**src/rtl/booth_shift_unit.sv**
```systemverilog
// Multi-mode, multi-cycle shift register for the Booth multiplier datapath.
// A start/busy/done sequencer shifts the register by a programmed amount,
// up to STEP bits per clock, and tracks the Booth Q(-1) bit.
//
// state    | meaning
// ---------+-----------------------------------------------------------
// ST_IDLE  | waiting; load and start accepted
// ST_SHIFT | shifting min(rem, STEP) bits per edge; load/start ignored
// ST_DONE  | one-cycle completion pulse; load and start accepted
module booth_shift_unit #(
    parameter int N    = 8,
    parameter int STEP = 1,
    parameter int CW   = $clog2(N) + 1
) (
    input  logic            clk,
    input  logic            rst_n,
    input  logic            clear,
    input  logic            load,
    input  logic [N-1:0]    data_in,
    input  logic [STEP-1:0] serial_in,
    input  logic [1:0]      mode,
    input  logic            start,
    input  logic [CW-1:0]   amount,
    output logic            busy,
    output logic            done,
    output logic [N-1:0]    data_out,
    output logic            q_m1
);

    typedef enum logic [1:0] {
        ST_IDLE  = 2'd0,
        ST_SHIFT = 2'd1,
        ST_DONE  = 2'd2
    } state_t;

    localparam logic [CW-1:0] STEP_C = CW'(STEP);

    state_t        state_q, state_d;
    logic [N-1:0]  data_q, data_d;
    logic          qm1_q, qm1_d;
    logic [CW-1:0] rem_q, rem_d;
    logic [1:0]    mode_q, mode_d;

    logic [CW-1:0] k;
    logic [N-1:0]  shifted;
    logic          shifted_qm1;

    // Bits moved this edge: whatever is left, capped at the per-cycle width.
    always_comb begin
        k = (rem_q < STEP_C) ? rem_q : STEP_C;
    end

    // Datapath: apply k single-bit steps; serial_in[0] goes in first so that
    // serial_in[k-1] ends up in the MSB, and the last bit out of the LSB
    // (original bit k-1) becomes Q(-1).
    always_comb begin
        shifted     = data_q;
        shifted_qm1 = qm1_q;
        for (int i = 0; i < STEP; i++) begin
            if (CW'(i) < k) begin
                case (mode_q)
                    2'b00: begin
                        shifted_qm1 = shifted[0];
                        shifted     = {shifted[N-1], shifted[N-1:1]};
                    end
                    2'b01: begin
                        shifted_qm1 = shifted[0];
                        shifted     = {serial_in[i], shifted[N-1:1]};
                    end
                    2'b10: begin
                        shifted     = {shifted[N-2:0], 1'b0};
                    end
                    default: begin
                        shifted_qm1 = shifted[0];
                        shifted     = {shifted[0], shifted[N-1:1]};
                    end
                endcase
            end
        end
    end

    // Sequencer and register next-state; clear beats load beats start.
    always_comb begin
        state_d = state_q;
        data_d  = data_q;
        qm1_d   = qm1_q;
        rem_d   = rem_q;
        mode_d  = mode_q;
        if (clear) begin
            data_d  = '0;
            qm1_d   = 1'b0;
            rem_d   = '0;
            state_d = ST_IDLE;
        end else if (load && state_q != ST_SHIFT) begin
            data_d  = data_in;
            qm1_d   = 1'b0;
            state_d = ST_IDLE;
        end else if (start && state_q != ST_SHIFT) begin
            mode_d  = mode;
            rem_d   = amount;
            state_d = (amount == '0) ? ST_DONE : ST_SHIFT;
        end else if (state_q == ST_SHIFT) begin
            data_d  = shifted;
            qm1_d   = shifted_qm1;
            rem_d   = rem_q - k;
            state_d = (rem_q == k) ? ST_DONE : ST_SHIFT;
        end else if (state_q == ST_DONE) begin
            state_d = ST_IDLE;
        end
    end

    // State and datapath registers.
    always_ff @(posedge clk or negedge rst_n) begin
        if (!rst_n) begin
            state_q <= ST_IDLE;
            data_q  <= '0;
            qm1_q   <= 1'b0;
            rem_q   <= '0;
            mode_q  <= 2'b00;
        end else begin
            state_q <= state_d;
            data_q  <= data_d;
            qm1_q   <= qm1_d;
            rem_q   <= rem_d;
            mode_q  <= mode_d;
        end
    end

    assign busy     = (state_q == ST_SHIFT);
    assign done     = (state_q == ST_DONE);
    assign data_out = data_q;
    assign q_m1     = qm1_q;

endmodule

```
**config.mk**
```make
export PLATFORM = sky130hd
export DESIGN_NAME = booth_shift_unit
export DESIGN_NICKNAME = d
export VERILOG_FILES = /design/src/rtl/booth_shift_unit.sv
export SDC_FILE = /design/constraint.sdc
export NUM_CORES = 1
export LEC_CHECK = 0
export ABC_CLOCK_PERIOD_IN_PS = 2400
export BUFFER_PORTS_ARGS = -buffer_cell sky130_fd_sc_hd__buf_2
export CAP_MARGIN = 30
export CORE_MARGIN = 2
export CORE_UTILIZATION = 50
export CTS_CLUSTER_DIAMETER = 30
export DETAILED_ROUTE_END_ITERATION = 8
export HOLD_SLACK_MARGIN = 0.03
export PLACE_DENSITY = 0.77
export SYNTH_ARGS = -nofsm -noshare
export SYNTH_HDL_FRONTEND = slang
export SYNTH_SLANG_ARGS = --single-unit
```
**constraint.sdc**
```tcl
create_clock -name clk -period 2.4 [get_ports clk]
set_input_delay 0.24 -clock clk [delete_from_list [all_inputs] [get_ports clk]]
set_output_delay 0.24 -clock clk [all_outputs]
set_load 0.02 [all_outputs]
```
Yosys cells after proc, flatten, opt, wreduce, memory -nomap -nowiden
Index checks and enable logic that the tools add are counted.
Cells by class
  reductions and logical operators: 13
  muxes and demuxes: 24
  equal/unequal tests: 10
  bitwise gates (word level): 2
  div/mod/pow operators: 0
  order comparisons: 2
  add/subtract/negate cells: 1
  shift operators: 0
  $mul: 0
Operators with widths (count)
  8-bit 2-to-1 mux: 5
  8-bit case mux with 3 select lines: 1
  4-bit 2-to-1 mux: 5
  2-bit 2-to-1 mux: 7
  3-bit != test, second input constant: 3
  3-bit nonzero test: 3
  4-bit AND reduction: 2
  1-bit 2-to-1 mux: 6
  3-bit AND reduction: 2
  5-bit nonzero test: 1
  2-bit by 1-bit == test with 1-bit output, second input constant: 2
  2-bit == test, second input constant: 2
  4-bit == test: 1
  4-bit zero test: 1
  1-bit by 4-bit less-than comparator with 1-bit output, first input constant: 1
  4-bit by 1-bit less-than comparator with 1-bit output, second input constant: 1
  4-bit subtractor: 1
  1-bit logical AND: 2
  2-bit zero test: 1
  2-bit by 1-bit != test with 1-bit output, second input constant: 1
  2-bit != test, second input constant: 1
  1-bit inverter: 2
  2-bit AND reduction: 1
Word-level totals
  flip-flop bits (word level): 17
  output and inout bits: 11
  latch bits: 0
  memory bits (writable): 0
  word-level logic and storage cells: 58
  input bits: 20
  memories: 0
  bits in read-only memories: 0

Longest topological paths before layout
Gate-level depths: netlist (run 1).
  word-level depth: 8
  depth in mapped cells: 8
  depth with buffers taken out: 8

Least setup slack after synthesis (run 1)
OpenSTA, ideal clock, no wires.
  path type: reg-to-reg
  from: register rem_q[2]
  to: register state_q[1]
  buffers on the path: 0
  period minus slack after synthesis: 1920 ps
  library setup time: 74 ps
  stages on the path, launching flop included: 9
  data required time: 2326 ps
  arrival: 1846 ps
  path slack: 480 ps
  cell sequence: dfrtp_1 -> nor3_1 -> nor2_1 -> inv_1 -> ha_1 -> or3b_4 -> or2_1 -> a211o_1 -> a21oi_2
Between the ends
  longest elaborated chain between the ends: 8
RTL lines
  from (decl): RTL line 41  | logic [CW-1:0] rem_q, rem_d;
  from (signal assigned): RTL line 124  | rem_q <= rem_d;
  4-bit by 1-bit less-than comparator with 1-bit output: RTL line 50  | k = (rem_q < STEP_C) ? rem_q : STEP_C;
  4-bit 2-to-1 mux: RTL line 50
  4-bit == test *: RTL line 106  | state_d = (rem_q == k) ? ST_DONE : ST_SHIFT;
  2-bit 2-to-1 mux *: RTL line 106
  2-bit 2-to-1 mux *: RTL line 102  | end else if (state_q == ST_SHIFT) begin
  2-bit 2-to-1 mux *: RTL line 98  | end else if (start && state_q != ST_SHIFT) begin
  2-bit 2-to-1 mux *: RTL line 94  | end else if (load && state_q != ST_SHIFT) begin
  2-bit 2-to-1 mux *: RTL line 89  | if (clear) begin
  to (signal assigned): RTL line 121  | state_q <= state_d;
  to (decl): RTL line 38  | state_t state_q, state_d;
Every way passes the cells marked *; elsewhere a longest branch is shown, timed or not.
A chain may end at the register's enable or synchronous reset.

Worst setup path after layout (run 1)
Same ends and word-level chain as after synthesis.

==> results of run 1 <==
stage by stage:
step / total power [W] / utilization (%)
floorplan: 0.000530 / -
global placement: 0.000595 / 62.3
detailed placement: 0.000604 / 62.3
CTS: 0.000764 / 64.2
global route: 0.000807 / 64.2
finish: 0.000760 / 64.2
logic make-up (layout without fill, tap and decap cells):
logic type	Yosys count	in the layout	synth area share, %
simple gates	51	51	23.9
flops	17	17	39.4
buf+inv	11	42	4.98
compound gates	23	23	16.0
fa+ha+maj	2	2	2.32
mux	13	13	13.4
cell usage after synthesis:
cell type  number
nand4_1         1
inv_2           1
nand2_1         5
ha_1            2
nand2b_1        1
mux2_2          2
or2_1           1
dfrtp_1        17
a2111oi_2       1
or2_2           1
a211o_1         1
nor2_1         26
buf_4           1
o21ai_0         3
inv_1           3
clkbuf_2        1
mux2i_4         1
nor3_1          4
a211oi_1        3
clkbuf_1        4
nor2_2          1
nor4_1          1
a221oi_1        1
a2111oi_1       5
a21oi_1         5
nor4_4          1
a31oi_1         3
nor2b_1         3
buf_6           1
nor3b_1         3
or3b_4          1
mux2i_1        10
a21oi_2         1
nand3_1         2
cells in the final DEF, fill, tap and decap left out, types with 4 or more instances in the layout:
master,Yosys,routed
buf_2,0,30
nor2_1,26,26
dfrtp_1,17,17
mux2i_1,10,10
nand2_1,5,5
a21oi_1,5,5
a2111oi_1,5,5
nor3_1,4,4
worst max-delay path by stage:
stage	slack (ns)	end	depth (start not counted)
floorplan	0.48	state_q[1]	8
global placement	0.43	state_q[1]	8
detailed placement	0.40	state_q[1]	8
CTS	0.34	state_q[1]	8
global route	0.21	state_q[1]	8
finish	0.34	state_q[1]	8
state kept, by name, summed over array words and instances (netlist names):
signal and count:
data_out 8, rem_q 4, mode_q 2, state_q 2
q_m1 1
cell type report:
cell class | count | area share, %
Timing Repair Buffer | 34 | 14.2
Inverter | 4 | 1.17
Tap cell | 27 | 2.63
Clock buffer | 3 | 1.75
Clock inverter | 1 | 0.389
Sequential cell | 17 | 33.1
Multi-Input combinational cell | 89 | 46.7
routing by layer:
metal  share of wire, %  up-vias
met5                  0        -
met4                1.7        0
met3                3.9        5
met2                 50       28
met1                 44      476
li1                   -      484
where the power goes:
part | total [W] | internal [W] | leakage, nW | switching, W
logic | 0.000249 | 0.000114 | 0.350 | 0.000136
registers | 0.000351 | 0.000315 | 0.223 | 0.0000361
clock network | 0.000159 | 0.0000622 | 0.0177 | 0.0000973
total | 0.000760 | 0.000491 | 0.590 | 0.000269
==> results.sh, run 1 <==
export IMPL_cts_buffers_inserted=3
export IMPL_met3_usage_pct=2.68
export IMPL_path_clk_slew_ns=0.11
export IMPL_drc=0
export IMPL_die_area_um2=2550
export IMPL_grt_max_degree=19
export IMPL_met1_usage_pct=29.1
export IMPL_dr_total_vias=993
export IMPL_rows=16
export IMPL_ant_nets=0
export IMPL_critPathKind="register to register"
export IMPL_powerDensity_nw_per_um2=591
export IMPL_drt_iter0_markers=45
export IMPL_tns_ns=0
export IMPL_finalSetupViolations=0
export IMPL_grt_busiest_layer="met2"
export IMPL_grtUsageTotal_pct=23.0
export IMPL_core_area_um2=2000
export IMPL_chipWidth_um=50.5
export IMPL_postCtsResizedCells=0
export IMPL_clock_latency_ns=0.30
export IMPL_place_congestion=0.756
export IMPL_start_util_pct=53.9
export IMPL_max_stage_delay_ns=0.48
export IMPL_clock_skew_ns=0.00581
export IMPL_fin_area_um2=1280
export IMPL_syn2layout_area_growth_pct=19.0
export IMPL_reg2reg_to="state_q[1]"
export IMPL_finalMaxSlewViolations=0
export IMPL_synth_ff_latch_count=17
export IMPL_cp_max_fo=6
export IMPL_rr_worst_depth=8
export IMPL_ys_warn_count=0
export IMPL_worstHoldStart="mode[1]"
export IMPL_worst_pin_slew_ns=0.467
export IMPL_fmax_ghz=0.485
export IMPL_hold_viol=0
export IMPL_synthCells=117
export IMPL_dp_cells=170
export IMPL_first_global_vias=1004
export IMPL_cp_data_arrival_time_ns=2.30
export IMPL_ys_top_cells_by_area="dfrtp_1, mux2i_1, nor2_1"
export IMPL_fill_cells=177
export IMPL_fin_crit_sh_pct=85.9
export IMPL_die_h_um=50.5
export IMPL_slowest_stage="dfrtp_1"
export IMPL_post_route_cells_drive_above_1_share_pct=31.8
export IMPL_yosysSeqAreaShare_pct=39.4
export IMPL_setup_ws_ns=0.338
export IMPL_synth_area_leader_cell="dfrtp_1"
export IMPL_stdcell_count=175
export IMPL_whs_path_depth=2
export IMPL_cts_tree="built"
export IMPL_dpl_hpwl_um=1800
export IMPL_place_area_um2=1250
export IMPL_grt_overflow=0
export IMPL_io_buffers=30
export IMPL_syn_area_um2=1080
export IMPL_hold_slack_ns=0.159
export IMPL_routed_wl_um=2450
export IMPL_nNetsFinal=171
export IMPL_crit_path_cell_trace="nor3_1 -> nor2_1 -> inv_1 -> ha_1 -> or3b_4 -> or2_1 -> a211o_1 -> a21oi_2"
export IMPL_path_buf_inv=1
export IMPL_cts_post_setup_buffers_inserted=0
export IMPL_wl_per_cell_um=14.0
export IMPL_cts_path_max_buffers=2
export IMPL_p_leak_nw=0.590
export IMPL_dp_slack_ns=0.396
export IMPL_rr_startpoint="rem_q[2]"
export IMPL_grt_antenna_before_repair=0
export IMPL_dr_pass1_iters=4
export IMPL_netlist_area_leader_share_pct=39.4
export IMPL_critPathLaunchType="register"
export IMPL_hp_class="input pin to register"
export IMPL_hold_buffers=1
export IMPL_finalCriticalPeriod_ns=2.06
export IMPL_min_to="mode_q[1]"
export IMPL_max_slew_margin_pct=68.6
export IMPL_num_antenna_cells=0
export IMPL_status="completed"
export IMPL_rsz0062_at_grt="false"
export IMPL_crit_required_ns=2.64
export IMPL_rrSetupSlack_ns=0.34
export IMPL_drt_vias_per_instance=5.67
export IMPL_grt_first_pass_wirelength_um=4470
export IMPL_postSynthNetCount=139
export IMPL_multi_input_area_um2=601
export IMPL_maxCapViolCount=0
export IMPL_syn_area_per_cell_um2=9.23
export IMPL_end_kind="register"
export IMPL_seq_area_um2=425
export IMPL_use_met2_pct=39.9
export IMPL_clock_sinks=17
export IMPL_h_tree_depth=1
export IMPL_root_buffer="clkbuf_4"
export IMPL_cp_startpoint="rem_q[2]"
export IMPL_max_vdd_ir_drop_uv=386
export IMPL_cpLargestDelayFamily="simple AND/OR/NAND/NOR gates"
export IMPL_ios=31
export IMPL_netlist_cell_type_count=34
Power figures use the tool's default switching activity.
==> inputs of run 2 (changes only) <==
--- a/config.mk
+++ b/config.mk
@@ -8,12 +8,14 @@
 export ABC_CLOCK_PERIOD_IN_PS = 2400
 export BUFFER_PORTS_ARGS = -buffer_cell sky130_fd_sc_hd__buf_2
 export CAP_MARGIN = 30
+export CELL_PAD_IN_SITES_DETAIL_PLACEMENT = 0
+export CELL_PAD_IN_SITES_GLOBAL_PLACEMENT = 1
 export CORE_MARGIN = 2
-export CORE_UTILIZATION = 50
+export CORE_UTILIZATION = 37
 export CTS_CLUSTER_DIAMETER = 30
 export DETAILED_ROUTE_END_ITERATION = 8
-export HOLD_SLACK_MARGIN = 0.03
-export PLACE_DENSITY = 0.77
+export PLACE_DENSITY_LB_ADDON = 0.1
+export SETUP_SLACK_MARGIN = 0.4
 export SYNTH_ARGS = -nofsm -noshare
 export SYNTH_HDL_FRONTEND = slang
 export SYNTH_SLANG_ARGS = --single-unit
==> run 2 against run 1 <==
Compared with the run above:
- combinational power increased by 3%
- cell count is 2.9% higher
- power increased by 0.84%
- clock power barely moved
- sequential share of layout area is 0.41 points lower
- setup slack better by 0.084 ns
- global-route usage is 6.3 points lower
- fmax is 4.3% higher
- design area grew 1.6%
- register-to-register slack better by 0.08 ns
- flip-flop and latch count stayed put
- die area increased by 32%
- highest routed layer unchanged
==> results.sh, run 2 (synthesis results as in run 1) <==
export IMPL_drt_vias_per_instance=5.47
export IMPL_critPathLaunchType="register"
export IMPL_grt_first_pass_wirelength_um=4290
export IMPL_cts_tree="built"
export IMPL_largest_reg_flops=8
export IMPL_io_buffers=30
export IMPL_drt_iter0_markers=22
export IMPL_worstHoldStart="mode[0]"
export IMPL_finalMaxSlewViolations=0
export IMPL_drc=0
export IMPL_ios=31
export IMPL_crit_required_ns=2.63
export IMPL_clock_sinks=17
export IMPL_powerDensity_nw_per_um2=587
export IMPL_status="completed"
export IMPL_grt_max_degree=18
export IMPL_grtUsageTotal_pct=16.7
export IMPL_post_route_cells_drive_above_1_share_pct=33.6
export IMPL_start_util_pct=39.2
export IMPL_dr_total_vias=985
export IMPL_chipWidth_um=58.0
export IMPL_fin_crit_sh_pct=82.4
export IMPL_wl_per_cell_um=14.8
export IMPL_num_antenna_cells=0
export IMPL_fmax_ghz=0.506
export IMPL_fin_area_um2=1310
export IMPL_die_area_um2=3370
export IMPL_critPathKind="register to register"
export IMPL_end_kind="register"
export IMPL_layout_cells_most_common_list="buf_2, nor2_1, dfrtp_1"
export IMPL_grt_antenna_before_repair=0
export IMPL_final_common_cell="buf_2"
export IMPL_die_h_um=58.0
export IMPL_hp_class="input pin to register"
export IMPL_dpl_hpwl_um=1880
export IMPL_finalSetupViolations=0
export IMPL_ant_nets=0
export IMPL_finalCriticalPeriod_ns=1.98
export IMPL_clock_latency_ns=0.30
export IMPL_place_area_um2=1240
export IMPL_cts_buffers_inserted=3
export IMPL_tns_ns=0
export IMPL_hold_viol=0
export IMPL_nNetsFinal=172
export IMPL_cp_data_arrival_time_ns=2.21
export IMPL_root_buffer="clkbuf_4"
export IMPL_first_global_vias=913
export IMPL_cp_max_fo=4
export IMPL_core_area_um2=2760
export IMPL_rr_startpoint="rem_q[3]"
export IMPL_rows=19
export IMPL_place_congestion=0.763
export IMPL_rsz0062_at_grt="true"
export IMPL_path_clk_slew_ns=0.11
export IMPL_syn2layout_area_growth_pct=20.9
export IMPL_fill_cells=289
export IMPL_grt_overflow=0
export IMPL_clock_skew_ns=0.0114
export IMPL_routed_wl_um=2670
export IMPL_cts_path_max_buffers=2
export IMPL_cp_startpoint="rem_q[3]"
export IMPL_seq_area_um2=427
export IMPL_worst_pin_slew_ns=0.588
export IMPL_multi_input_area_um2=608
export IMPL_maxCapViolCount=0
export IMPL_p_leak_nw=0.593
export IMPL_max_slew_margin_pct=60.7
export IMPL_p_total_w=0.000766
export IMPL_dr_pass1_iters=4
export IMPL_max_vdd_ir_drop_uv=452
export IMPL_h_tree_depth=1
[run 2: cell count changes in the layout (fill, tap and decap cells not counted)]
cell / delta
dfrtp_2: +1
clkinv_2: -1
clkbuf_1: +1
buf_4: +1
nor2_1: -1
nor3_2: +1
nor3_1: -1
dfrtp_1: -1
nor2_2: +1
[run 2: report_power, final]
group	internal, W	switching, W
Combinational	0.000116	0.000141
Clock	0.0000647	0.0000932
Sequential	0.000315	0.0000360
[run 2: layer usage]
metal	vias up	routed length [um]	track usage, %
li1	485	-	-
met1	479	1300	23.3
met2	19	1230	26.5
met3	2	110	4.69
met4	0	19	2.33
met5	-	0	0
[run 2: worst max-delay path, cell delays in order, from the launching register on]
cell	delay (ns)
dfrtp_1	0.44
nor3_2	0.22
nor2_2	0.07
inv_1	0.06
ha_1	0.12
or3b_4	0.38
or2_1	0.23
a211o_1	0.27
a21oi_2	0.14
[run 2: worst paths after layout]
| path | endpoint | slack [ns] | depth (start not counted) |
|---|---|---|---|
| max | state_q[1] | 0.42 | 8 |
| min | mode_q[0] | 0.18 | 2 |
| max reg2reg | state_q[1] | 0.42 | 8 |
| min reg2reg | mode_q[1] | 0.58 | 1 |
| max in group asynchronous | rem_q[2] | 1.69 | 2 |
| min in group asynchronous | data_out[2] | 0.39 | 2 |
[run 2: layout make-up]
type / count / share of cell area (%)
multi-input combinational: 89 / 46.6
sequential: 17 / 32.7
timing repair buffer: 35 / 14.6
tap: 31 / 2.97
clock buffer: 4 / 2.01
inverter: 4 / 1.15
[run 2: through the flow]
| step | setup WS (ns) | hold slack (ns) | instances | util (%) |
|---|---|---|---|---|
| after floorplan | 0.480 | -0.0556 | 117 | - |
| after global placement | 0.418 | 0.191 | 173 | 45.1 |
| after detailed placement | 0.378 | 0.195 | 173 | 45.1 |
| after CTS | 0.405 | 0.167 | 179 | 46.8 |
| after global routing | 0.285 | 0.163 | 180 | 47.3 |
| final | 0.423 | 0.178 | 180 | 47.3 |
[run 2: timing repair]
action,4_1_cts,5_1_grt
hold buffers,1,0
setup endpoints to repair,1,2
gates cloned,0,0
resized for setup,1,2
hold endpoints to repair,17,0
pin swaps,0,3
buffers inserted,1,1
==> inputs of run 3 (changes only) <==
--- a/config.mk
+++ b/config.mk
@@ -5,7 +5,7 @@
 export SDC_FILE = /design/constraint.sdc
 export NUM_CORES = 1
 export LEC_CHECK = 0
-export ABC_CLOCK_PERIOD_IN_PS = 2400
+export ABC_CLOCK_PERIOD_IN_PS = 1950
 export BUFFER_PORTS_ARGS = -buffer_cell sky130_fd_sc_hd__buf_2
 export CAP_MARGIN = 30
 export CELL_PAD_IN_SITES_DETAIL_PLACEMENT = 0
==> constraint.sdc (replaced) <==
create_clock -name clk -period 1.95 [get_ports clk]
set_input_delay 0.195 -clock clk [delete_from_list [all_inputs] [get_ports clk]]
set_output_delay 0.195 -clock clk [all_outputs]
set_load 0.02 [all_outputs]
==> run 3 against run 2 <==
Compared with the run above:
- design area rose by 7.9%
- critical path depth did not move
- hold slack got worse by 0.036 ns
- sequential power rose by 23%
- power rose by 29%
- global-route usage rose by 0.39 points
- via count rose by 2.5%
- combinational power rose by 43%
==> results.sh, run 3 (synthesis results as in run 1) <==
export IMPL_status="completed"
export IMPL_ant_nets=0
export IMPL_worstHoldStart="mode[0]"
export IMPL_fmax_ghz=0.537
export IMPL_dpl_hpwl_um=1940
export IMPL_die_area_um2=3370
export IMPL_place_area_um2=1280
export IMPL_clock_skew_ns=0.0198
export IMPL_seq_area_um2=425
export IMPL_rows=19
export IMPL_crit_required_ns=2.19
export IMPL_p_comb_share_pct=37.1
export IMPL_clock_power_share_pct=19.4
export IMPL_max_stage_delay_ns=0.40
export IMPL_rr_startpoint="rem_q[1]"
export IMPL_worst_pin_slew_ns=0.488
export IMPL_critPathKind="register to register"
export IMPL_dr_total_vias=1010
export IMPL_routed_wl_um=2720
export IMPL_io_buffers=30
export IMPL_cts_path_max_buffers=2
export IMPL_min_to="mode_q[0]"
export IMPL_first_global_vias=914
export IMPL_core_area_um2=2760
export IMPL_fill_cells=288
export IMPL_drc=0
export IMPL_reg2reg_to="state_q[1]"
export IMPL_nNetsFinal=181
export IMPL_maxCapViolCount=0
export IMPL_max_slew_margin_pct=67.3
export IMPL_largest_reg_flops=8
export IMPL_h_tree_depth=1
export IMPL_syn2layout_area_growth_pct=30.4
export IMPL_end_kind="register"
export IMPL_rr_worst_depth=8
export IMPL_num_antenna_cells=0
export IMPL_drt_vias_per_instance=5.34
export IMPL_cp_data_arrival_time_ns=2.10
export IMPL_p_sw_w=0.000343
export IMPL_finalCriticalPeriod_ns=1.86
export IMPL_die_h_um=58.0
export IMPL_hp_class="input pin to register"
export IMPL_powerDensity_nw_per_um2=703
export IMPL_multi_input_area_um2=637
export IMPL_rsz0062_at_grt="true"
export IMPL_rrSetupSlack_ns=0.09
export IMPL_wl_per_cell_um=14.4
export IMPL_post_route_cells_drive_above_1_share_pct=39.9
export IMPL_root_buffer="clkbuf_4"
export IMPL_grt_first_pass_wirelength_um=4320
export IMPL_highest_layer="met4"
export IMPL_p_leak_nw=0.645
export IMPL_grt_antenna_before_repair=0
export IMPL_drt_iter0_markers=20
export IMPL_p_total_w=0.000990
export IMPL_cts_buffers_inserted=3
export IMPL_p_int_w=0.000647
export IMPL_finalMaxSlewViolations=0
export IMPL_met2_length_um=1250
export IMPL_finalSetupViolations=0
export IMPL_grtUsageTotal_pct=17.1
export IMPL_clock_sinks=17
export IMPL_cts_tree="built"
export IMPL_cp_max_fo=2
export IMPL_max_vdd_ir_drop_uv=602
export IMPL_start_util_pct=39.2
export IMPL_p_seq_share_pct=43.5
export IMPL_final_common_cell="buf_2"
export IMPL_fin_crit_sh_pct=95.6
export IMPL_layout_cells_most_common_list="buf_2, nor2_1, dfrtp_1"
export IMPL_grt_max_degree=18
export IMPL_wl_met1_um=1300
export IMPL_clock_latency_ns=0.30
export IMPL_hold_viol=0
export IMPL_fin_area_um2=1410
export IMPL_place_congestion=0.803
export IMPL_dr_pass1_iters=4
export IMPL_whs_path_depth=2
export IMPL_grt_overflow=0
export IMPL_dr_wl_met3_um=151
export IMPL_ios=31
export IMPL_critPathLaunchType="register"
export IMPL_chipWidth_um=58.0
export IMPL_p_sw_share_pct=34.7
export IMPL_path_clk_slew_ns=0.11
export IMPL_crit_path_cell_trace="nor3_2 -> nor2_1 -> inv_1 -> ha_1 -> or3b_4 -> or2_1 -> a211o_1 -> a21oi_2"
export IMPL_slowest_stage="dfrtp_1"
## run 3: cell types whose count changed in the layout (fill, tap and decap cells not counted), sizes merged
cell / previous run / this run
buf: 34 / 43
## run 3: worst max-delay path by stage
stage          startpoint         end  slack [ns]
3_3_place_gp     rem_q[1]  state_q[1]         0.1
3_5_place_dp     rem_q[1]  state_q[1]        0.05
6_report         rem_q[1]  state_q[1]        0.09
2_1_floorplan    rem_q[1]  state_q[1]        0.09
4_1_cts          rem_q[1]  state_q[1]         0.1
5_1_grt          rem_q[1]  state_q[1]       -0.03
## run 3: cell type report
type / count / area share, %
inverter: 4 / 1.07
timing repair buffer: 44 / 18.8
sequential: 17 / 30.2
tap: 31 / 2.76
clock buffer: 4 / 1.87
multi-input combinational: 89 / 45.2
## run 3: what timing repair did
item	4_1_cts	5_1_grt
setup endpoints to repair	10	14
hold buffers	1	0
gates resized for setup	3	7
hold endpoints to repair	17	0
buffers inserted	4	2
pin swaps	1	0
## run 3: metrics by stage
stage | hold slack (ns) | std cells | setup TNS (ns) | utilization, % | setup WS (ns)
2_1_floorplan | -0.101 | 117 | 0 | - | 0.0854
3_3_place_gp | 0.138 | 178 | 0 | 46.5 | 0.0959
3_5_place_dp | 0.143 | 178 | 0 | 46.5 | 0.0544
4_1_cts | 0.132 | 187 | 0 | 49.3 | 0.0996
5_1_grt | 0.126 | 189 | -0.0273 | 51.0 | -0.0273
6_report | 0.142 | 189 | 0 | 51.0 | 0.0863
## run 3: power groups by stage
stage	combinational, W	sequential [W]	clock (W)
6_report	0.000367	0.000430	0.000192
5_1_grt	0.000401	0.000437	0.000218
4_1_cts	0.000350	0.000428	0.000203
3_5_place_dp	0.000322	0.000434	0
3_3_place_gp	0.000320	0.000432	0
2_1_floorplan	0.000205	0.000448	0
## run 3: critical path, delay by kind of cell (launching register included)
kind	cells	cell delay [ns]
AO/OA/AOI/OAI	2	0.39
adder cells (fa/ha/maj)	1	0.12
buffers and inverters	1	0.06
flip-flops	1	0.40
AND/OR/NAND/NOR	4	0.85
## run 3: routing by layer
layer / vias up / GRT usage, %
li1: 498 / -
met1: 483 / 24.8
met2: 27 / 25.6
met3: 2 / 4.91
met4: 0 / 2.99
met5: - / 0
